==> src/rtl/snake_pkg.sv <==
// Shared encodings and reset constants for the snake body store.
// Direction codes, FSM state codes and the empty-slot marker live here.
package snake_pkg;

    typedef enum logic [1:0] {
        DIR_UP    = 2'b00,
        DIR_RIGHT = 2'b01,
        DIR_DOWN  = 2'b10,
        DIR_LEFT  = 2'b11
    } dir_e;

    typedef enum logic [2:0] {
        ST_IDLE      = 3'd0,
        ST_WAIT_FREE = 3'd1,
        ST_SHIFT     = 3'd2,
        ST_CHECK     = 3'd3,
        ST_DONE      = 3'd4
    } state_e;

    localparam logic [6:0] HEAD_X_RST  = 7'd40;
    localparam logic [6:0] HEAD_Y_RST  = 7'd30;
    localparam logic [6:0] BODY0_X_RST = 7'd39;
    localparam logic [6:0] BODY1_X_RST = 7'd38;
    localparam logic [6:0] BODY_Y_RST  = 7'd30;
    localparam logic [6:0] EMPTY_COORD = 7'h7F;
    localparam int         LENGTH_RST  = 3;

    // Opposite directions differ only in the upper encoding bit.
    function automatic logic is_reverse(input logic [1:0] a, input logic [1:0] b);
        return (a ^ b) == 2'b10;
    endfunction

endpackage

==> src/rtl/snake_segment_ram.sv <==
// Body segment array: one-cycle shift toward the tail, a registered
// read port for the graphic path and a combinational port for the collision scan.
module snake_segment_ram
    import snake_pkg::*;
#(
    parameter int SNAKE_LENGTH_BIT = 6,
    parameter int DEPTH            = 15
) (
    input  logic                        clk,
    input  logic                        rst_n,
    input  logic                        shift_i,
    input  logic [SNAKE_LENGTH_BIT-1:0] wr_cnt_i,
    input  logic [6:0]                  head_x_i,
    input  logic [6:0]                  head_y_i,
    input  logic [SNAKE_LENGTH_BIT-1:0] rd_idx_i,
    input  logic [SNAKE_LENGTH_BIT-1:0] rd_len_i,
    output logic [6:0]                  rd_x_o,
    output logic [6:0]                  rd_y_o,
    input  logic [SNAKE_LENGTH_BIT-1:0] chk_idx_i,
    output logic [6:0]                  chk_x_o,
    output logic [6:0]                  chk_y_o
);

    localparam int IDX_W = $clog2(DEPTH);

    logic [6:0] bx_q [DEPTH];
    logic [6:0] by_q [DEPTH];
    logic [6:0] rd_x_q, rd_y_q;
    logic [IDX_W-1:0] rd_sel, chk_sel;

    assign rd_sel  = rd_idx_i[IDX_W-1:0];
    assign chk_sel = chk_idx_i[IDX_W-1:0];

    // wr_cnt_i entries are occupied after the shift; one extra slot on grow
    // picks up the old tail value.
    always_ff @(posedge clk or negedge rst_n) begin
        if (!rst_n) begin
            for (int i = 0; i < DEPTH; i++) begin
                bx_q[i] <= EMPTY_COORD;
                by_q[i] <= EMPTY_COORD;
            end
            bx_q[0] <= BODY0_X_RST;
            by_q[0] <= BODY_Y_RST;
            bx_q[1] <= BODY1_X_RST;
            by_q[1] <= BODY_Y_RST;
        end else if (shift_i) begin
            bx_q[0] <= head_x_i;
            by_q[0] <= head_y_i;
            for (int i = 1; i < DEPTH; i++) begin
                if (i < int'(wr_cnt_i)) begin
                    bx_q[i] <= bx_q[i-1];
                    by_q[i] <= by_q[i-1];
                end
            end
        end
    end

    always_ff @(posedge clk or negedge rst_n) begin
        if (!rst_n) begin
            rd_x_q <= EMPTY_COORD;
            rd_y_q <= EMPTY_COORD;
        end else if ((int'(rd_idx_i) + 1 >= int'(rd_len_i)) || (int'(rd_idx_i) >= DEPTH)) begin
            rd_x_q <= EMPTY_COORD;
            rd_y_q <= EMPTY_COORD;
        end else begin
            rd_x_q <= bx_q[rd_sel];
            rd_y_q <= by_q[rd_sel];
        end
    end

    assign rd_x_o  = rd_x_q;
    assign rd_y_o  = rd_y_q;
    assign chk_x_o = bx_q[chk_sel];
    assign chk_y_o = by_q[chk_sel];

endmodule

==> src/rtl/snake_body_store.sv <==
// Snake head/body store: steps the snake on move_tick when the graphic path
// is idle, applies wall and self-collision rules, and serves segment reads.
module snake_body_store
    import snake_pkg::*;
#(
    parameter int PIXEL_DISPLAY_BIT = 9,
    parameter int SNAKE_LENGTH_BIT  = 6,
    parameter int MAX_LENGTH        = 16,
    parameter int GRID_W            = 80,
    parameter int GRID_H            = 60
) (
    input  logic                        clock_25,
    input  logic                        reset,
    input  logic                        move_tick,
    input  logic [1:0]                  direction,
    input  logic                        grow,
    input  logic                        semaforo,
    input  logic [SNAKE_LENGTH_BIT-1:0] body_count,
    output logic [6:0]                  snake_head_x,
    output logic [6:0]                  snake_head_y,
    output logic [6:0]                  snake_body_x,
    output logic [6:0]                  snake_body_y,
    output logic [SNAKE_LENGTH_BIT-1:0] snake_length,
    output logic                        update_done,
    output logic                        self_collision,
    output logic                        wall_collision,
    output logic                        busy
);

    localparam logic [SNAKE_LENGTH_BIT-1:0] LEN_ONE = SNAKE_LENGTH_BIT'(1);
    localparam logic [SNAKE_LENGTH_BIT-1:0] LEN_TWO = SNAKE_LENGTH_BIT'(2);
    localparam logic [SNAKE_LENGTH_BIT-1:0] LEN_MAX = SNAKE_LENGTH_BIT'(MAX_LENGTH);

    if ((GRID_H * 8 > (1 << PIXEL_DISPLAY_BIT)) || (MAX_LENGTH >= (1 << SNAKE_LENGTH_BIT))) begin : g_param_chk
        $error("snake_body_store: parameter widths too small for grid/length");
    end

    state_e                      state_q, state_d;
    dir_e                        dir_q, dir_d;
    logic [6:0]                  head_x_q, head_x_d, head_y_q, head_y_d;
    logic [SNAKE_LENGTH_BIT-1:0] len_q, len_d, chk_q, chk_d, wr_cnt;
    logic                        grow_q, grow_d, wall_q, wall_d, self_q, self_d;
    logic [6:0]                  nxt_x, nxt_y, chk_x, chk_y;
    logic                        wall_hit, shift_fire, grow_ok, seg_shift;

    // Wall decision is taken on the current head, before any 7-bit wrap.
    always_comb begin
        nxt_x    = head_x_q;
        nxt_y    = head_y_q;
        wall_hit = 1'b0;
        case (dir_q)
            DIR_UP:    if (head_y_q == 7'd0) wall_hit = 1'b1;
                       else nxt_y = head_y_q - 7'd1;
            DIR_RIGHT: if (head_x_q >= 7'(GRID_W - 1)) wall_hit = 1'b1;
                       else nxt_x = head_x_q + 7'd1;
            DIR_DOWN:  if (head_y_q >= 7'(GRID_H - 1)) wall_hit = 1'b1;
                       else nxt_y = head_y_q + 7'd1;
            default:   if (head_x_q == 7'd0) wall_hit = 1'b1;
                       else nxt_x = head_x_q - 7'd1;
        endcase
    end

    assign shift_fire = (state_q == ST_SHIFT) && !semaforo;
    assign grow_ok    = grow_q && (len_q < LEN_MAX);
    assign seg_shift  = shift_fire && !wall_hit;
    assign wr_cnt     = grow_ok ? len_q : len_q - LEN_ONE;

    always_comb begin
        state_d  = state_q;
        dir_d    = dir_q;
        head_x_d = head_x_q;
        head_y_d = head_y_q;
        len_d    = len_q;
        chk_d    = chk_q;
        wall_d   = wall_q;
        self_d   = self_q;
        grow_d   = grow | (grow_q & ~shift_fire);
        case (state_q)
            ST_IDLE: begin
                if (move_tick && !wall_q && !self_q) begin
                    state_d = ST_WAIT_FREE;
                    if (!is_reverse(direction, dir_q)) dir_d = dir_e'(direction);
                end
            end
            ST_WAIT_FREE: if (!semaforo) state_d = ST_SHIFT;
            ST_SHIFT: begin
                if (shift_fire) begin
                    if (wall_hit) begin
                        wall_d  = 1'b1;
                        state_d = ST_DONE;
                    end else begin
                        head_x_d = nxt_x;
                        head_y_d = nxt_y;
                        if (grow_ok) len_d = len_q + LEN_ONE;
                        chk_d   = '0;
                        state_d = ST_CHECK;
                    end
                end
            end
            ST_CHECK: begin
                if (chk_x == head_x_q && chk_y == head_y_q) self_d = 1'b1;
                if (chk_q == len_q - LEN_TWO) state_d = ST_DONE;
                else chk_d = chk_q + LEN_ONE;
            end
            ST_DONE: state_d = ST_IDLE;
            default: state_d = ST_IDLE;
        endcase
    end

    always_ff @(posedge clock_25 or negedge reset) begin
        if (!reset) begin
            state_q  <= ST_IDLE;
            dir_q    <= DIR_RIGHT;
            head_x_q <= HEAD_X_RST;
            head_y_q <= HEAD_Y_RST;
            len_q    <= SNAKE_LENGTH_BIT'(LENGTH_RST);
            chk_q    <= '0;
            grow_q   <= 1'b0;
            wall_q   <= 1'b0;
            self_q   <= 1'b0;
        end else begin
            state_q  <= state_d;
            dir_q    <= dir_d;
            head_x_q <= head_x_d;
            head_y_q <= head_y_d;
            len_q    <= len_d;
            chk_q    <= chk_d;
            grow_q   <= grow_d;
            wall_q   <= wall_d;
            self_q   <= self_d;
        end
    end

    snake_segment_ram #(
        .SNAKE_LENGTH_BIT(SNAKE_LENGTH_BIT),
        .DEPTH           (MAX_LENGTH - 1)
    ) u_segments (
        .clk      (clock_25),
        .rst_n    (reset),
        .shift_i  (seg_shift),
        .wr_cnt_i (wr_cnt),
        .head_x_i (head_x_q),
        .head_y_i (head_y_q),
        .rd_idx_i (body_count),
        .rd_len_i (len_q),
        .rd_x_o   (snake_body_x),
        .rd_y_o   (snake_body_y),
        .chk_idx_i(chk_q),
        .chk_x_o  (chk_x),
        .chk_y_o  (chk_y)
    );

    assign snake_head_x   = head_x_q;
    assign snake_head_y   = head_y_q;
    assign snake_length   = len_q;
    assign update_done    = (state_q == ST_DONE);
    assign busy           = (state_q != ST_IDLE);
    assign self_collision = self_q;
    assign wall_collision = wall_q;

endmodule

==> config.mk <==
export PLATFORM = sky130hd
export DESIGN_NAME = snake_body_store
export DESIGN_NICKNAME = d
export VERILOG_FILES = /design/src/rtl/snake_pkg.sv /design/src/rtl/snake_segment_ram.sv /design/src/rtl/snake_body_store.sv
export SDC_FILE = /design/constraint.sdc
export NUM_CORES = 1
export LEC_CHECK = 0
export ABC_AREA = 1
export CELL_PAD_IN_SITES_DETAIL_PLACEMENT = 1
export CELL_PAD_IN_SITES_GLOBAL_PLACEMENT = 1
export CORE_MARGIN = 4
export CORE_UTILIZATION = 30
export CTS_CLUSTER_DIAMETER = 50
export DETAILED_ROUTE_END_ITERATION = 10
export PLACE_DENSITY_LB_ADDON = 0.1
export SLEW_MARGIN = 20
export SYNTH_ARGS = -nofsm -noshare
export SYNTH_HDL_FRONTEND = slang
export SYNTH_SLANG_ARGS = --single-unit
==> constraint.sdc <==
create_clock -name clock_25 -period 2.4 [get_ports clock_25]
set_input_delay 0.36 -clock clock_25 [delete_from_list [all_inputs] [get_ports clock_25]]
set_output_delay 0.36 -clock clock_25 [all_outputs]
set_load 0.1 [all_outputs]
==> reports/qor.yml, run 1 <==
status:
  outcome: "completed"
clock_network:
  clock_path_buffers: 3
  clk-insertion-delay-late_ps: 570
  htree_levels: 2
  cts-hold-fix-buffers: 0
  root_buffer: "clkbuf_16"
  cts.sinks: 258
  cts_buffers: 47
  cts_tree: "yes"
  clk_pin_slew_ps: 60
cells_and_area:
  n_antenna_cell: 0
  final_common_cell: "nand2_1"
  stdcell_count: 2886
  nFillCells: 6164
  multi_input_area_um2: 7330
  layout-drive-gt1-share_pct: 24.1
  finalNetCount: 2216
  regArea_um2: 6760
  final_cell_mix: "nand2_1 (551), inv_1 (228), nand3_1 (223), dfstp_2 (218), o21ai_0 (205)"
  area_growth_pct: 23.7
floorplanning:
  chipWidth_um: 235
  io_pins: 51
  coreArea_um2: 50500
  initial_utilization_pct: 30.6
  die_area_um2: 55200
  dieHeight_um: 235
  placementRows: 82
power:
  finalPower_mw: 12.1
  power.density_nw_per_um2: 631
  vdd_drop_max_mv: 0.469
  p_leak_nw: 7.87
route:
  drt-pass1-iter-count: 5
  vias_per_cell: 5.05
  drt_wl_total_mm: 61.4
  vias: 14600
  drc_errors: 0
  wl_per_cell_um: 21.3
  first_iter_violations: 793
  drtAntennaViolNets: 0
grt:
  overflow: 0
  grt_max_degree: 109
  first_global_vias: 15000
  grt_pass1_wl_mm: 94.7
  track_usage_pct: 21.9
  antenna_found_initial: 0
yosys:
  synth_seq_cells: 258
  seq_area_frac_synth_pct: 43.6
  ys.flop_type: "dfstp_2"
  synth_fp_nets: 2128
  ys_warn_count: 0
  synth_adder_area_share_pct: 2.20
  synthSimpleGateAreaFrac_pct: 25.3
  syn_avg_cell_area_um2: 7.39
  synthCells: 2089
  synth-compound-area-share_pct: 17.1
  synthMuxAreaShare_pct: 0
  synth_xor_area_share_pct: 2.16
  async_reset_ff_share_pct: 100
  synth_edf_count: 0
  synthesis.area_um2: 15400
  synth_cell_type_count: 47
  synth_top_family_by_area: "simple AND/OR/NAND/NOR gates"
setup_path:
  start_kind: "flip-flop"
  max_stage_delay_ps: 630
  path_buf_inv: 4
  path_delay_family: "flip-flops"
  path_cells: "inv_6, ha_1, inv_1, nand2_1, o21ai_2, inv_2, or2_4, o21ai_2, nand2_4, buf_12, a21oi_1"
  required_ps: 2880
  crit_slowest_cell: "dfstp_4"
  path_common_cell: "o21ai_2"
  path_max_fanout: 21
  cp.arrival_ps: 2750
  end_kind: "flip-flop"
  critical_path_class: "reg2reg"
sta:
  relSlewSlack_pct: 50.1
  fin_crit_ps: 2280
  setup_violations: 0
  max_freq_mhz: 439
  hold_slack_ps: 29.4
  worst_slew_pin_slew_ps: 742
  post-route-period-util_pct: 94.9
  rsz0062_at_grt: "yes"
  finalHoldViolations: 0
  slew_viol_final: 0
  finClkSkew_ps: 17.6
flow_run:
  cap_violations: 0
place:
  place.gp.congestion: 0.841
  dp.cells: 2795
  portBuffers: 50
  dp_hpwl_mm: 41.7
worst_hold_path:
  hp-class: "in2async"
[power breakdown]
group          internal, mW  switching (mW)  leakage, nW
registers              4.41          0.0124         2.73
clock network          4.60            2.40        0.795
logic                 0.171           0.465         4.35
[path summary, 6_finish.rpt]
path / endpoint / cells past startpoint / slack (ps) / startpoint
max: u_segments.by_q[57]$_DFFE_PN1P_ / 11 / 120 / snake_length[1]$_DFFE_PN1P_
min: u_segments.bx_q[21]$_DFFE_PN1P_ / 1 / 30 / reset
max reg2reg: u_segments.by_q[57]$_DFFE_PN1P_ / 11 / 120 / snake_length[1]$_DFFE_PN1P_
min reg2reg: snake_length[5]$_DFFE_PN0P_ / 0 / 470 / snake_length[5]$_DFFE_PN0P_
max in group asynchronous: u_segments.by_q[5]$_DFFE_PN1P_ / 2 / 1900 / reset
min in group clock_25: grow_q$_DFF_PN0_ / 2 / 360 / grow
[state kept, by name, summed over array words and instances, names as in the netlist]
register           flops
self_collision         1
u_segments.rd_x_o      7
chk_q                  6
snake_length           6
grow_q                 1
u_segments.by_q      105
state_q                3
snake_head_x           7
u_segments.bx_q      105
snake_head_y           7
wall_collision         1
u_segments.rd_y_o      7
dir_q                  2
[synthesized netlist by cell type, types with 10 or more instances]
cell / n / area share, %
inv_1: 233 / 5.7
a211oi_1: 15 / 0.73
dfstp_2: 220 / 37
buf_1: 13 / 0.32
clkbuf_1: 62 / 1.5
o21ai_2: 16 / 0.91
dfrtp_1: 38 / 6.2
nand3_1: 224 / 7.3
o21ai_0: 206 / 6.7
o21ai_1: 89 / 2.9
nor2_1: 93 / 2.3
buf_2: 33 / 1.1
inv_2: 11 / 0.27
nand2_1: 554 / 13
ha_1: 24 / 1.9
xnor2_1: 12 / 0.68
o211ai_1: 10 / 0.49
xor2_1: 23 / 1.3
a21oi_1: 125 / 4.1
[routing by layer]
layer  share of wire [%]  track usage (%)
met3                 4.1             3.55
met4                 1.8             4.71
met5                   0                0
met1                  48             30.8
met2                  46             35.6
[stage by stage]
step / setup WS [ps] / util (%) / setup TNS, ps / instance area [µm²]
2_1_floorplan: 0.164 / - / 0 / 15500
3_3_place_gp: -250 / 34.4 / -3180 / 17400
3_5_place_dp: -258 / 34.4 / -3070 / 17400
4_1_cts: 28.7 / 37.7 / 0 / 19000
5_1_grt: -13.1 / 37.9 / -13.1 / 19100
6_report: 122 / 37.9 / 0 / 19100
[kinds of logic after synthesis]
family / after synthesis
buf+inv: 365
simple gates: 918
fa+ha+maj: 26
xor+xnor: 36
flops: 258
compound gates: 486
[area by class of cell]
| cell class | instances | area share [%] |
|---|---|---|
| tap | 672 | 4.40 |
| multi-input combinational | 1467 | 38.4 |
| sequential | 258 | 35.4 |
| timing repair buffer | 157 | 8.41 |
| clock inverter | 22 | 1.46 |
| clock buffer | 64 | 7.13 |
| inverter | 246 | 4.88 |
[worst register-to-register path, stage by stage (launching register included)]
cell and delay (ps):
dfstp_4 630, inv_6 50, ha_1 260, inv_1 70, nand2_1 70, o21ai_2 100, inv_2 100, or2_4 270
o21ai_2 200, nand2_4 90, buf_12 160, a21oi_1 190
[timing repair]
item / 4_1_cts / 5_1_grt
resized for setup: 0 / 16
buffers inserted: 0 / 4
hold endpoints to repair: 0 / 0
endpoints found under the setup margin: 0 / 100
Note: power is estimated with default switching activity, not from simulation.
==> run 2, diff against run 1 <==
--- a/config.mk
+++ b/config.mk
@@ -6,6 +6,7 @@
 export NUM_CORES = 1
 export LEC_CHECK = 0
 export ABC_AREA = 1
+export ABC_CLOCK_PERIOD_IN_PS = 2400
 export CELL_PAD_IN_SITES_DETAIL_PLACEMENT = 1
 export CELL_PAD_IN_SITES_GLOBAL_PLACEMENT = 1
 export CORE_MARGIN = 4
==> results of run 2 <==
Final layout, timing and power as in run 1 (identical DEF).
==> run 3, diff against run 2 <==
--- a/config.mk
+++ b/config.mk
@@ -6,7 +6,8 @@
 export NUM_CORES = 1
 export LEC_CHECK = 0
 export ABC_AREA = 1
-export ABC_CLOCK_PERIOD_IN_PS = 2400
+export ABC_CLOCK_PERIOD_IN_PS = 2500
+export CAP_MARGIN = 10
 export CELL_PAD_IN_SITES_DETAIL_PLACEMENT = 1
 export CELL_PAD_IN_SITES_GLOBAL_PLACEMENT = 1
 export CORE_MARGIN = 4
==> constraint.sdc (replaced) <==
create_clock -name clock_25 -period 2.5 [get_ports clock_25]
set_input_delay 0.375 -clock clock_25 [delete_from_list [all_inputs] [get_ports clock_25]]
set_output_delay 0.375 -clock clock_25 [all_outputs]
set_load 0.1 [all_outputs]
==> reports/qor.yml, run 3 (synthesis results as in run 1) <==
power:
  finalPower_mw: 11.6
  power_frac_seq_pct: 36.6
  swShare_pct: 25.1
  switching_power_mw: 2.91
  pwr-share-comb_pct: 5.1
  power.density_nw_per_um2: 608
  p_int_mw: 8.68
  vdd_drop_max_mv: 0.415
  clockPowerShare_pct: 58.3
  p_leak_nw: 7.87
route:
  drt-pass1-iter-count: 5
  drtAntennaViolNets: 0
  first_iter_violations: 844
  drt_wl_total_mm: 61.9
  drc_errors: 0
  wl_per_cell_um: 21.4
  wl_met2_mm: 28.2
  top_layer_used: "met5"
  vias_per_cell: 5.01
  met3RoutedLength_mm: 2.43
  wl_met1_mm: 29.6
  vias: 14500
place:
  place_area_um2: 17200
  dp_hpwl_mm: 42.2
  dp_slack_ps: -184
  place.gp.congestion: 0.816
  dp.cells: 2791
  portBuffers: 50
clock_network:
  clk-insertion-delay-late_ps: 590
  htree_levels: 2
  clk_pin_slew_ps: 50
  cts_buffers: 48
  clock_path_buffers: 3
  cts.sinks: 258
  root_buffer: "clkbuf_16"
  cts_tree: "yes"
sta:
  setup_violations: 0
  post-route-period-util_pct: 95.3
  max_freq_mhz: 420
  slew_viol_final: 0
  worst_slew_pin_slew_ps: 650
  finalHoldViolations: 0
  setup_ws_ps: 118
  fin_crit_ps: 2380
  relSlewSlack_pct: 56.2
  hold_slack_ps: 371
  finClkSkew_ps: 27.2
  rsz0062_at_grt: "yes"
  fin_setup_tns_ps: 0
cells_and_area:
  multi_input_area_um2: 7320
  n_antenna_cell: 0
  final_common_cell: "nand2_1"
  largestRegisters: "u_segments.bx_q: 105 flops, u_segments.by_q: 105 flops"
  stdcell_count: 2895
  fin_area_um2: 19100
  layout-drive-gt1-share_pct: 23.6
  area_growth_pct: 23.4
  final_cell_mix: "nand2_1 (552), inv_1 (231), nand3_1 (223), dfstp_2 (218), o21ai_0 (205)"
  finalNetCount: 2222
  regArea_um2: 6750
  final_util_pct: 37.7
  nFillCells: 6160
floorplanning:
  placementRows: 82
  dieHeight_um: 235
  die_area_um2: 55200
  chipWidth_um: 235
  coreArea_um2: 50500
  initial_utilization_pct: 30.6
  io_pins: 51
setup_path:
  path_max_fanout: 27
  cp.arrival_ps: 2880
  path_common_cell: "inv_2"
  required_ps: 3000
  max_stage_delay_ps: 610
  crit_slowest_cell: "dfstp_4"
  start_kind: "flip-flop"
  path_cells: "inv_2, buf_4, ha_1, inv_1, nand2_1, o21ai_4, inv_2, or2_4, o21ai_2, nand2_8, nor2_1, a21oi_1"
  end_kind: "flip-flop"
  critical_path_class: "reg2reg"
grt:
  grt_max_degree: 103
  grt_pass1_wl_mm: 93.3
  overflow: 0
  first_global_vias: 15000
  antenna_found_initial: 2
  track_usage_pct: 21.7
status:
  outcome: "completed"
flow_run:
  cap_violations: 0
worst_hold_path:
  hp-class: "in2reg"
[run 3: cell types whose count changed in the layout (fill, tap and decap cells not counted), sizes merged]
cell         delta
bufinv          -1
clkinvlp        -1
o21ai           +1
buf             +1
dlygate4sd3     +1
inv             +4
clkinv          +4
[run 3: final timing paths]
path,start,endpoint,slack [ps],cells past startpoint
setup / recovery,snake_length[1]$_DFFE_PN1P_,u_segments.by_q[61]$_DFFE_PN1P_,120,12
hold / removal,grow,grow_q$_DFF_PN0_,370,2
setup reg to reg,snake_length[1]$_DFFE_PN1P_,u_segments.by_q[61]$_DFFE_PN1P_,120,12
hold reg to reg,snake_length[5]$_DFFE_PN0P_,snake_length[5]$_DFFE_PN0P_,460,0
max in group asynchronous,reset,u_segments.by_q[29]$_DFFE_PN1P_,1180,3
min in group asynchronous,reset,u_segments.by_q[104]$_DFFE_PN0P_,410,2
[run 3: timing repair]
| item | CTS | global route |
|---|---|---|
| endpoints found under the hold margin | 3 | 0 |
| gates resized for setup | 1 | 13 |
| pin swaps | 0 | 4 |
| buffers inserted | 0 | 9 |
| gates cloned | 0 | 4 |
| setup endpoints to repair | 3 | 95 |
| hold buffers | 1 | 0 |
[run 3: final cells by class]
cell class / count / share of cell area, %
Timing Repair Buffer: 161 / 8.28
Sequential cell: 258 / 35.4
Multi-Input combinational cell: 1468 / 38.4
Clock inverter: 28 / 1.60
Inverter: 246 / 4.85
Clock buffer: 62 / 7.01
Tap cell: 672 / 4.41
[run 3: routing by layer]
layer  up-vias  GRT usage [%]
li1       7003              -
met1      7164           30.2
met2       253           34.6
met3        92           3.46
met4         4           6.50
met5         -          0.693
[run 3: power groups by stage]
stage	clock (mW)	combinational (mW)	sequential (mW)
floorplan	0	0.224	4.37
global placement	0	0.594	4.30
finish	6.76	0.591	4.25
CTS	6.93	0.601	4.24
detailed placement	0	0.598	4.30
global route	7.14	0.650	4.24
[run 3: critical path: cells and delay by family, from the launching register on]
kind / cells / cell delay, ps
adders and majority gates: 1 / 260
AOI/OAI and AO/OA: 3 / 410
buffers and inverters: 4 / 340
and+or+nand+nor: 4 / 680
DFF: 1 / 610
